File: config.mk
export PLATFORM = sky130hd
export DESIGN_NAME = fetch_unit
export DESIGN_NICKNAME = d
export VERILOG_FILES = /design/src/rtl/fetch_unit.sv
export SDC_FILE = /design/constraint.sdc
export NUM_CORES = 1
export LEC_CHECK = 0
export ABC_AREA = 1
export CAP_MARGIN = 10
export CORE_AREA = 2 2 122 124
export CTS_CLUSTER_DIAMETER = 50
export DETAILED_ROUTE_END_ITERATION = 16
export DIE_AREA = 0 0 124 126
export GPL_TIMING_DRIVEN = 1
export PLACE_DENSITY = 0.84
export SYNTH_ARGS = -nofsm -noshare
export SYNTH_HDL_FRONTEND = slang
export SYNTH_SLANG_ARGS = --single-unit
File: constraint.sdc
create_clock -name clk -period 2.9 [get_ports clk]
set_input_delay 0.29 -clock clk [delete_from_list [all_inputs] [get_ports clk]]
set_output_delay 0.29 -clock clk [all_outputs]
set_load 0.1 [all_outputs]
File: src/rtl/fetch_unit.sv
// IF stage + IF/ID register: issues imem fetches over req/ready, buffers stalled instructions, presents {pc, instr, valid} to ID.
// Latency: one cycle minimum from request to IF/ID. Backpressure: IF_en/IF_ID_en stall parks the instruction in a hold buffer.
module fetch_unit #(
  parameter int                  PC_WIDTH  = 32,
  parameter logic [PC_WIDTH-1:0] RESET_PC  = '0,
  parameter logic [31:0]         NOP_INSTR = 32'h0000_0013
) (
  input  logic                clk,
  input  logic                rst,
  input  logic                IF_en,
  input  logic                IF_ID_en,
  input  logic                is_nop_IF_ID,
  input  logic                branch_taken,
  input  logic [PC_WIDTH-1:0] branch_target,
  output logic                imem_req,
  output logic [PC_WIDTH-1:0] imem_addr,
  input  logic                imem_ready,
  input  logic [31:0]         imem_rdata,
  output logic [PC_WIDTH-1:0] pc,
  output logic [PC_WIDTH-1:0] pc_IF_ID,
  output logic [31:0]         instr_IF_ID,
  output logic                valid_IF_ID,
  output logic                fetch_busy
);

  typedef enum logic [1:0] {
    S_RESET,
    S_FETCH,
    S_HOLD,
    S_DRAIN
  } state_t;

  state_t              state, state_nxt;
  logic [PC_WIDTH-1:0] pc_nxt;
  logic [PC_WIDTH-1:0] drain_addr, drain_addr_nxt;
  logic [31:0]         hold_buf, hold_buf_nxt;
  logic                avail;
  logic                flush;
  logic                advance;
  logic [31:0]         fetch_instr;

  assign avail       = ((state == S_FETCH) && imem_ready) || (state == S_HOLD);
  assign fetch_instr = (state == S_HOLD) ? hold_buf : imem_rdata;
  assign flush       = is_nop_IF_ID | branch_taken;
  assign advance     = avail & IF_en & IF_ID_en & ~flush;

  assign imem_req   = (state == S_FETCH) || (state == S_DRAIN);
  // A redirected request keeps presenting its original address until it completes.
  assign imem_addr  = (state == S_DRAIN) ? drain_addr : pc;
  assign fetch_busy = ((state == S_FETCH) && !imem_ready) || (state == S_DRAIN);

  always_comb begin
    state_nxt      = state;
    pc_nxt         = pc;
    drain_addr_nxt = drain_addr;
    hold_buf_nxt   = hold_buf;
    if (branch_taken) begin
      pc_nxt = branch_target & ~PC_WIDTH'(3);
      if (imem_req && !imem_ready) begin
        state_nxt = S_DRAIN;
        if (state == S_FETCH) begin
          drain_addr_nxt = pc;
        end
      end else begin
        state_nxt = S_FETCH;
      end
    end else if (advance) begin
      pc_nxt    = pc + PC_WIDTH'(4);
      state_nxt = S_FETCH;
    end else if (avail) begin
      // Stall or flush without redirect: keep the instruction for later delivery.
      if (state == S_FETCH) begin
        hold_buf_nxt = imem_rdata;
      end
      state_nxt = S_HOLD;
    end else begin
      case (state)
        S_RESET: state_nxt = S_FETCH;
        S_DRAIN: if (imem_ready) state_nxt = S_FETCH;
        default: state_nxt = state;
      endcase
    end
  end

  always_ff @(posedge clk) begin
    if (rst) begin
      state      <= S_RESET;
      pc         <= RESET_PC;
      drain_addr <= '0;
      hold_buf   <= '0;
    end else begin
      state      <= state_nxt;
      pc         <= pc_nxt;
      drain_addr <= drain_addr_nxt;
      hold_buf   <= hold_buf_nxt;
    end
  end

  always_ff @(posedge clk) begin
    if (rst) begin
      pc_IF_ID    <= '0;
      instr_IF_ID <= NOP_INSTR;
      valid_IF_ID <= 1'b0;
    end else if (flush) begin
      pc_IF_ID    <= '0;
      instr_IF_ID <= NOP_INSTR;
      valid_IF_ID <= 1'b0;
    end else if (advance) begin
      pc_IF_ID    <= pc;
      instr_IF_ID <= fetch_instr;
      valid_IF_ID <= 1'b1;
    end else if (IF_ID_en && !avail) begin
      pc_IF_ID    <= '0;
      instr_IF_ID <= NOP_INSTR;
      valid_IF_ID <= 1'b0;
    end
  end

endmodule
==> results of run 1 <==
-- layout make-up --
class | count | area (µm²)
clock buffers | 17 | 425
clock inverters | 15 | 140
fillers | 1235 | 4670
inverters | 83 | 312
multi-input cells | 794 | 3610
flip-flops and latches | 157 | 3140
well taps | 184 | 230
repair buffers | 208 | 1780
-- state kept, by name, summed over array words and instances, names as in the netlist --
signal / flops
instr_IF_ID: 32
valid_IF_ID: 1
pc: 30
state: 2
hold_buf: 32
drain_addr: 30
pc_IF_ID: 30
-- cell families after synthesis --
logic type	count (synthesis)
xor gates and xnor gates	5
other	1
DFF	157
AOI/OAI and AO/OA	225
buffers and inverters	152
muxes	4
and+or+nand+nor	553
adders and majority gates	1
-- where the power goes --
group | leakage (µW) | internal, µW | switching (µW)
Sequential | 0.00128 | 2230 | 70.1
Clock | 0.000267 | 1190 | 956
Combinational | 0.00273 | 284 | 818
Total | 0.00427 | 3710 | 1840
-- worst paths after layout --
kind,start,cells after the start,to,slack [ns]
worst min-delay path,pc_IF_ID[19],2,pc_IF_ID[19],0.46
worst min register to register,pc_IF_ID[19],2,pc_IF_ID[19],0.46
worst max register to register,state[1],9,hold_buf[14],0.77
worst max-delay path,state[0],5,imem_addr[18],0.46
-- metrics by stage --
stage          instances  setup slack [ns]  hold slack, ns  instance area, µm²
5_1_grt             1458             0.327           0.465                9640
2_1_floorplan       1103             0.379           0.425                7420
4_1_cts             1458             0.466           0.445                9640
6_report            1458             0.460           0.461                9640
3_5_place_dp        1426             0.410           0.455                9070
3_3_place_gp        1426             0.451           0.450                9070
-- layer usage --
metal	GRT usage (%)	up-vias	share of wire, %
met1	34.9	3485	42
met5	0	-	0
met2	42.9	330	46
met3	8.02	50	8.7
met4	12.1	0	3.2
li1	-	3809	-
-- worst reg2reg max path, cell delays in order, from the launching register on --
cell and delay (ns):
dfxtp_1 0.40, inv_1 0.09, nand3_2 0.11, nand2_2 0.08, nand2_4 0.12, nand2_2 0.24, nor2_4 0.39, inv_2 0.33
nor2_1 0.20, nor2_1 0.07
-- cell usage in the layout (no fill, tap or decap), types with 4 or more instances in the layout --
master / n
inv_1: 76
buf_12: 4
nand2_1: 321
o21ai_1: 5
a31oi_1: 5
o21ai_0: 84
conb_1: 6
dfxtp_1: 157
clkbuf_16: 17
nand2_2: 4
nor3_1: 4
nor2_2: 8
inv_2: 7
clkinvlp_4: 4
a21oi_1: 103
nand3_1: 50
xor2_1: 5
mux2_2: 4
inv_6: 5
buf_4: 136
clkdlybuf4s50_1: 68
a21oi_2: 26
nand3b_1: 5
nor2_1: 151
==> summary.txt, run 1 <==
Status
  – Outcome: finished clean

STA
  – Final setup vio count: 0
  – Fmax: 0.410 GHz
  – Worst slew margin: 22.7%
  – Setup Skew: 0.0110 ns
  – Final Hold Fails: 0
  – Slew at the pin closest to its max-slew limit: 1.16 ns
  – Max-slew violations: 0
  – Setup TNS: 0 ns
  – Final worst path period need: 2.44 ns
  – RSZ-0062 raised after global routing: no
  – Tcrit/Tclk final: 84.1%

Clock tree
  – CTS H-tree lvls: 4
  – Clk sink count: 157
  – Post-CTS sizing: 0
  – Root buf cell: clkbuf_16
  – TritonCTS buffer count: 17
  – Post-CTS Hold Buffers: 0
  – Setup Buffers After CTS: 0
  – CTS tree: built
  – Reg clk slew, reported paths: 0.06 ns
  – Clock buffer depth: 2
  – Clk_lat worst skew: 0.43 ns

Critical path
  – Max incr delay on CP: 0.51 ns
  – CP Capture Type: output pin
  – Slowest cell on the critical path: nand2_2
  – Delay-heaviest family, CP: buffers and inverters
  – Critical Path RT: 2.61 ns
  – WP data arrival: 2.15 ns
  – Crit start category: register
  – Crit path max fanout: 33
  – CP cell instances: nand2_2 -> buf_12 -> nor2_1 -> a21oi_2 -> buf_4
  – Critical path class: reg -> out
  – Buf/Inv on CP: 2

Placed design
  – HPWL Detailed: 14,500 µm
  – Port bufs: 193
  – GP Congestion: 0.945

Power
  – Worst vdd ir: 0.000473 V
  – P_leak: 0.00427 µW
  – Total power draw: 5550 µW
  – Pwr per Cell Area: 576 mW/mm²

Floorplanning
  – Ports: 202
  – Die area: 0.0156 mm²
  – Die X: 124 µm
  – Initial Util: 51.1%
  – # rows: 44
  – Die height: 126 µm
  – Total core area: 0.0143 mm²

Logic synthesis
  – Synth area leader: dfxtp_1
  – Post-synthesis mux area share: 0.616%
  – Post-synth top cells: nand2_1 (322), dfxtp_1 (157), nor2_1 (152)
  – Largest family of logic cells by synthesized area: simple AND/OR/NAND/NOR gates
  – Most common cell in the synthesized netlist: nand2_1
  – Synth top area share: 43.0%
  – Synthesis-stage register bit count: 157
  – Post-synth cell types: 32
  – Simple-gate share of the synthesized area: 30.6%
  – Synth async-reset ratio: 0%
  – Synthesized cell area: 0.00731 mm²
  – Post-synthesis adder-cell area fraction: 0.171%
  – Synth area leaders: dfxtp_1 (43%), nand2_1 (17%), a21oi_1 (8.8%)
  – Compound-Gate Fraction of Synth Area: 15.6%
  – Cells after Synth: 1,098
  – Xor/xnor cell area share of the yosys netlist: 0.599%
  – Number of synthesized flops with an enable pin: 0
  – Main flop type after synthesis: dfxtp_1
  – Mean post-synth cell area: 6.66 µm²
  – Register area share after synthesis: 43.0%
  – Synthesis Warnings: 0

Worst hold path
  – Hold Path Class: reg -> reg

Finish
  – Area grow syn2layout: 31.9%
  – Final Util: 67.4%
  – Ant diodes: 0
  – Layout cell share with drive strength beyond 1: 18.1%
  – Final net count: 1,333

Global routing
  – First-pass GRT wire length: 34,000 µm
  – Largest net degree at the start of global routing: 61
  – GRT Total Usage: 27.4%
  – Antenna violations before repair: 0
  – Vias in the first global route: 6,987
  – Grt total ovfl: 0

Job
  – Total of max-cap violations: 0

Route
  – Final ANT Viol Nets: 0
  – Via count: 7,674
  – DRT iter0 DRCs: 586
  – Drt total wl: 21,400 µm
  – Post-route DRC: 0
  – Via density: 5.26
  – WL per Instance: 14.7 µm
  – DRT Pass-1 Iters: 5
No activity file was read; power rests on OpenSTA's default activity.
==> inputs of run 2 (changes only) <==
--- a/config.mk
+++ b/config.mk
@@ -7,12 +7,12 @@
 export LEC_CHECK = 0
 export ABC_AREA = 1
 export CAP_MARGIN = 10
-export CORE_AREA = 2 2 122 124
+export CORE_AREA = 2 2 127 129
 export CTS_CLUSTER_DIAMETER = 50
 export DETAILED_ROUTE_END_ITERATION = 16
-export DIE_AREA = 0 0 124 126
+export DIE_AREA = 0 0 129 131
 export GPL_TIMING_DRIVEN = 1
-export PLACE_DENSITY = 0.84
+export PLACE_DENSITY = 0.79
 export SYNTH_ARGS = -nofsm -noshare
 export SYNTH_HDL_FRONTEND = slang
 export SYNTH_SLANG_ARGS = --single-unit
==> constraint.sdc (replaced) <==
create_clock -name clk -period 2.4 [get_ports clk]
set_input_delay 0.24 -clock clk [delete_from_list [all_inputs] [get_ports clk]]
set_output_delay 0.24 -clock clk [all_outputs]
set_load 0.1 [all_outputs]
==> summary.txt, run 2 (synthesis gave the netlist of run 1 again) <==
Finish
  – Ant diodes: 0
  – Most frequent cells in the layout: nand2_1 (321), dfxtp_1 (157), nor2_1 (151)
  – Largest regs: hold_buf (32), instr_IF_ID (32)
  – Most common library cell in the layout ignoring fill and taps: nand2_1
  – Area grow syn2layout: 39.8%
  – Final instance area: 0.0102 mm²
  – Non-filler cells, final: 1,496
  – Final net count: 1,339
  – Layout cell share with drive strength beyond 1: 18.0%
  – Fill cells: 1,364

Route
  – Final ANT Viol Nets: 0
  – DRT iter0 DRCs: 593
  – Via count: 7,648
  – DRT Pass-1 Iters: 5
  – Post-route DRC: 0
  – Via density: 5.11
  – WL per Instance: 14.6 µm
  – Drt total wl: 21,900 µm

STA
  – Max-slew violations: 0
  – Tcrit/Tclk final: 88.6%
  – Final setup vio count: 0
  – Fin worst setup slack: 0.273 ns
  – Fmax: 0.470 GHz
  – Worst slew margin: 59.6%
  – RSZ-0062 raised after global routing: no
  – Setup TNS: 0 ns
  – Setup Skew: 0.00591 ns
  – Slew at the pin closest to its max-slew limit: 0.605 ns
  – Final Hold Fails: 0
  – Final worst path period need: 2.13 ns

Placed design
  – GP Congestion: 0.895
  – Pre-CTS setup slack: 0.354 ns
  – Dpl cell area: 0.00966 mm²
  – HPWL Detailed: 15,200 µm
  – Placed insts: 1,464
  – Port bufs: 193

Critical path
  – CP startpoint: state[0]
  – WP data arrival: 1.89 ns
  – Slowest cell on the critical path: dfxtp_1
  – Crit path max fanout: 18
  – Critical Path RT: 2.16 ns
  – Buf/Inv on CP: 2
  – Max incr delay on CP: 0.38 ns
  – Reg-to-Reg Start: pc[3]
  – Critical path class: reg -> out
  – Crit start category: register
  – CP cell instances: nand2_4 -> buf_4 -> nor2_1 -> a21oi_4 -> buf_12
  – Delay-heaviest family, CP: buffers and inverters
  – CP Capture Type: output pin

Clock tree
  – Root buf cell: clkbuf_16
  – Post-CTS sizing: 0
  – CTS tree: built
  – Clock buffer depth: 2
  – Clk sink count: 157
  – TritonCTS buffer count: 17
  – Post-CTS Hold Buffers: 0
  – Setup Buffers After CTS: 0
  – Clk_lat worst skew: 0.43 ns
  – CTS H-tree lvls: 4
  – Reg clk slew, reported paths: 0.06 ns

Global routing
  – First-pass GRT wire length: 34,700 µm
  – Antenna violations before repair: 0
  – GRT Total Usage: 26.0%
  – Gr busiest metal: met2
  – GR Layer Usage met3: 6.84%
  – Vias in the first global route: 6,962
  – Grt total ovfl: 0
  – GR Util met1: 31.9%
  – Largest net degree at the start of global routing: 48
  – M2 GR Usage: 43.8%

Floorplanning
  – Initial Util: 46.9%
  – Die area: 0.0169 mm²
  – # rows: 46
  – Total core area: 0.0156 mm²
  – Die height: 131 µm
  – Ports: 202
  – Die X: 129 µm

Worst hold path
  – Hold Startpoint: branch_target[3]
  – Hold Path Class: in -> reg

Status
  – Outcome: finished clean

Job
  – Total of max-cap violations: 0

Power
  – P_leak: 0.00442 µW
  – Worst vdd ir: 0.000514 V
  – Pwr per Cell Area: 672 mW/mm²
  – Total power draw: 6870 µW
[run 2: routing by layer]
metal	vias up	part of all wire, %
met2	272	47
met3	35	8.3
met4	0	2.1
li1	3809	-
met5	-	0
met1	3532	42
[run 2: path summary, 6_finish.rpt]
check / endpoint / slack, ns / cells after the start
worst min register to register: pc_IF_ID[24] / 0.46 / 2
worst max register to register: pc[28] / 0.44 / 10
worst min-delay path: pc[3] / 0.41 / 3
worst max-delay path: imem_addr[10] / 0.27 / 5
[run 2: per-stage QoR]
| stage | hold slack [ns] | util [%] |
|---|---|---|
| after global routing | 0.407 | 65.5 |
| after detailed placement | 0.454 | 61.9 |
| after floorplan | 0.375 | - |
| final | 0.409 | 65.5 |
| after CTS | 0.400 | 65.5 |
| after global placement | 0.449 | 61.9 |
[run 2: power by group]
part / switching (µW) / total (µW) / internal (µW) / leakage (µW)
Clock: 1070 / 2590 / 1520 / 0.000255
Combinational: 1030 / 1500 / 474 / 0.00288
Sequential: 84.2 / 2780 / 2690 / 0.00128
[run 2: worst reg2reg max path, cell delays in order (launching register included)]
cell and delay, ns:
dfxtp_1 0.44, ha_1 0.23, nand3_1 0.15, nor2_2 0.25, nand3_1 0.15, nor2_1 0.32
nand2_1 0.09, nand2_1 0.07, nand3_1 0.07, nand2_1 0.06, inv_1 0.04
[run 2: final cells by class]
class                      instances  area [µm²]  area share (%)
clock buffer                      21         440            4.31
sequential                       157        3140            30.8
tap                              216         270            2.65
multi-input combinational        794        3700            36.3
clock inverter                    11         120            1.18
inverter                          83         312            3.05
timing repair buffer             214        2230            21.8
==> inputs of run 3 (changes only) <==
--- a/config.mk
+++ b/config.mk
@@ -13,6 +13,7 @@
 export DIE_AREA = 0 0 129 131
 export GPL_TIMING_DRIVEN = 1
 export PLACE_DENSITY = 0.79
+export SLEW_MARGIN = 0
 export SYNTH_ARGS = -nofsm -noshare
 export SYNTH_HDL_FRONTEND = slang
 export SYNTH_SLANG_ARGS = --single-unit
==> results of run 3 <==
The final DEF is identical to that of run 2; final timing and power are the same.
==> variant, RTL diff (settings of run 2) <==
The parameter `PC_WIDTH` goes from 32 to 36.
--- a/src/rtl/fetch_unit.sv
+++ b/src/rtl/fetch_unit.sv
@@ -2,5 +2,5 @@
 // Latency: one cycle minimum from request to IF/ID. Backpressure: IF_en/IF_ID_en stall parks the instruction in a hold buffer.
 module fetch_unit #(
-  parameter int                  PC_WIDTH  = 32,
+  parameter int                  PC_WIDTH  = 36,
   parameter logic [PC_WIDTH-1:0] RESET_PC  = '0,
   parameter logic [31:0]         NOP_INSTR = 32'h0000_0013
Ports: changed (resized branch_target, imem_addr, pc and pc_IF_ID); port bits go from 202 to 218. The function was not compared with the original's and may differ.
==> variant against run 2 <==
- count of clock-buffer cells in the layout up 1
- fmax down 2.3%
- sequential cell count up 12
- global-route usage up 2.0 points
- area after synthesis up 8.4%
- total power up 8.5%
- wire length up 9.0%
- design area up 8.2%
- setup slack worse by 0.050 ns
- critical endpoint is now imem_addr[12]
- largest power group unchanged
- highest routed layer unchanged
==> variant: results (changes against run 2) <==
| Metric | Value |
|---|---|
| Status | finished, final reports clean |
| Vias after detailed routing | 8200 (+7.2%) |
| Largest regs | drain_addr x34, pc x34, pc_IF_ID x34 |
| Syn avg cell area | 6.776 um2 (+1.8%) |
| Final wirelength | 23890 um (+9.0%) |
| Global Route Usage Sum | 0.2801 (+0.02025) |
| Worst slew pin tran | 0.5441 ns (-0.06128 ns) |
| P_leak | 4.541 nW (+2.8%) |
| First-pass GRT wire length | 37370 um (+7.7%) |
| CP peak stage delay | 0.36 ns (-0.02 ns) |
| DP Wirelength | 15870 um (+4.2%) |
| Commonest cells post-synth | nand2_1, a21oi_1, dfxtp_1, inv_1, o21ai_0 |
| Area contributors post-synth | dfxtp_1, nand2_1, a21oi_1 |
| DRT iter0 DRCs | 574 (-3.2%) |
| Port bufs | 209 (+8.3%) |
| Reg2reg setup slack | 0.56 ns (+0.12 ns) |
| Clock skew | 0.009368 ns (+0.003457 ns) |
| Maximum vdd drop | 0.5410 mV (+5.3%) |
| Critical Path Fanout Max | 24 (+6) |
| Placed Area | 10450 um2 (+8.2%) |
| Count of unique library cells instantiated by Yosys | 30 (-6.3%) |
| Fin nets | 1422 (+6.2%) |
| Share of layout cells above drive strength 1 | 0.1769 (-0.002827) |
| Hold slack final | 0.3955 ns (-0.01313 ns) |
| Placer congestion estimate | 0.8716 (-2.7%) |
==> variant: worst min-delay path, delay by kind of cell <==
| kind | cells | cell delay [ns] |
|---|---|---|
| buffers and inverters | 1 | 0.39 |
| AND/OR/NAND/NOR | 1 | 0.07 |
| AO/OA/AOI/OAI | 1 | 0.07 |
==> variant: worst max path at each step <==
| stage | from | endpoint | slack (ns) |
|---|---|---|---|
| finish | state[0] | imem_addr[12] | 0.22 |
| global route | state[1] | imem_addr[12] | 0.1 |
| CTS | state[0] | imem_addr[12] | 0.20 |
| detailed placement | branch_taken | pc_IF_ID[26] | 0.34 |
| global placement | branch_taken | pc_IF_ID[25] | 0.38 |
| floorplan | pc[9] | imem_addr[9] | -0.51 |
==> variant: area by class of cell <==
class / instances / area [um2]
flip-flops and latches: 169 / 3383
well taps: 216 / 270.3
inverters: 120 / 452.9
clock inverters: 8 / 146.4
repair buffers: 232 / 2397
multi-input cells: 806 / 3945
clock buffers: 22 / 454.2
fillers: 1301 / 4548
==> variant: report_power, final <==
part | internal, mW | switching (mW)
clock network | 1.76 | 1.11
registers | 2.90 | 0.0816
logic | 0.506 | 1.11
==> variant: routing by layer <==
layer / GRT usage / vias to the layer above / part of all wire
met2: 0.4672 / 290 / 0.48
met4: 0.1125 / 0 / 0.023
met5: 0 / - / 0
li1: - / 4098 / -
met3: 0.05782 / 39 / 0.070
met1: 0.3569 / 3773 / 0.43
==> variant: kinds of logic after synthesis <==
group / Yosys count / synth area share
xor+xnor: 6 / 0.006634
other cells: 1 / 0.0004734
compound gates: 298 / 0.1899
buf+inv: 199 / 0.1088
fa+ha+maj: 1 / 0.001579
mux: 6 / 0.008529
simple gates: 489 / 0.2570
flops: 169 / 0.4271
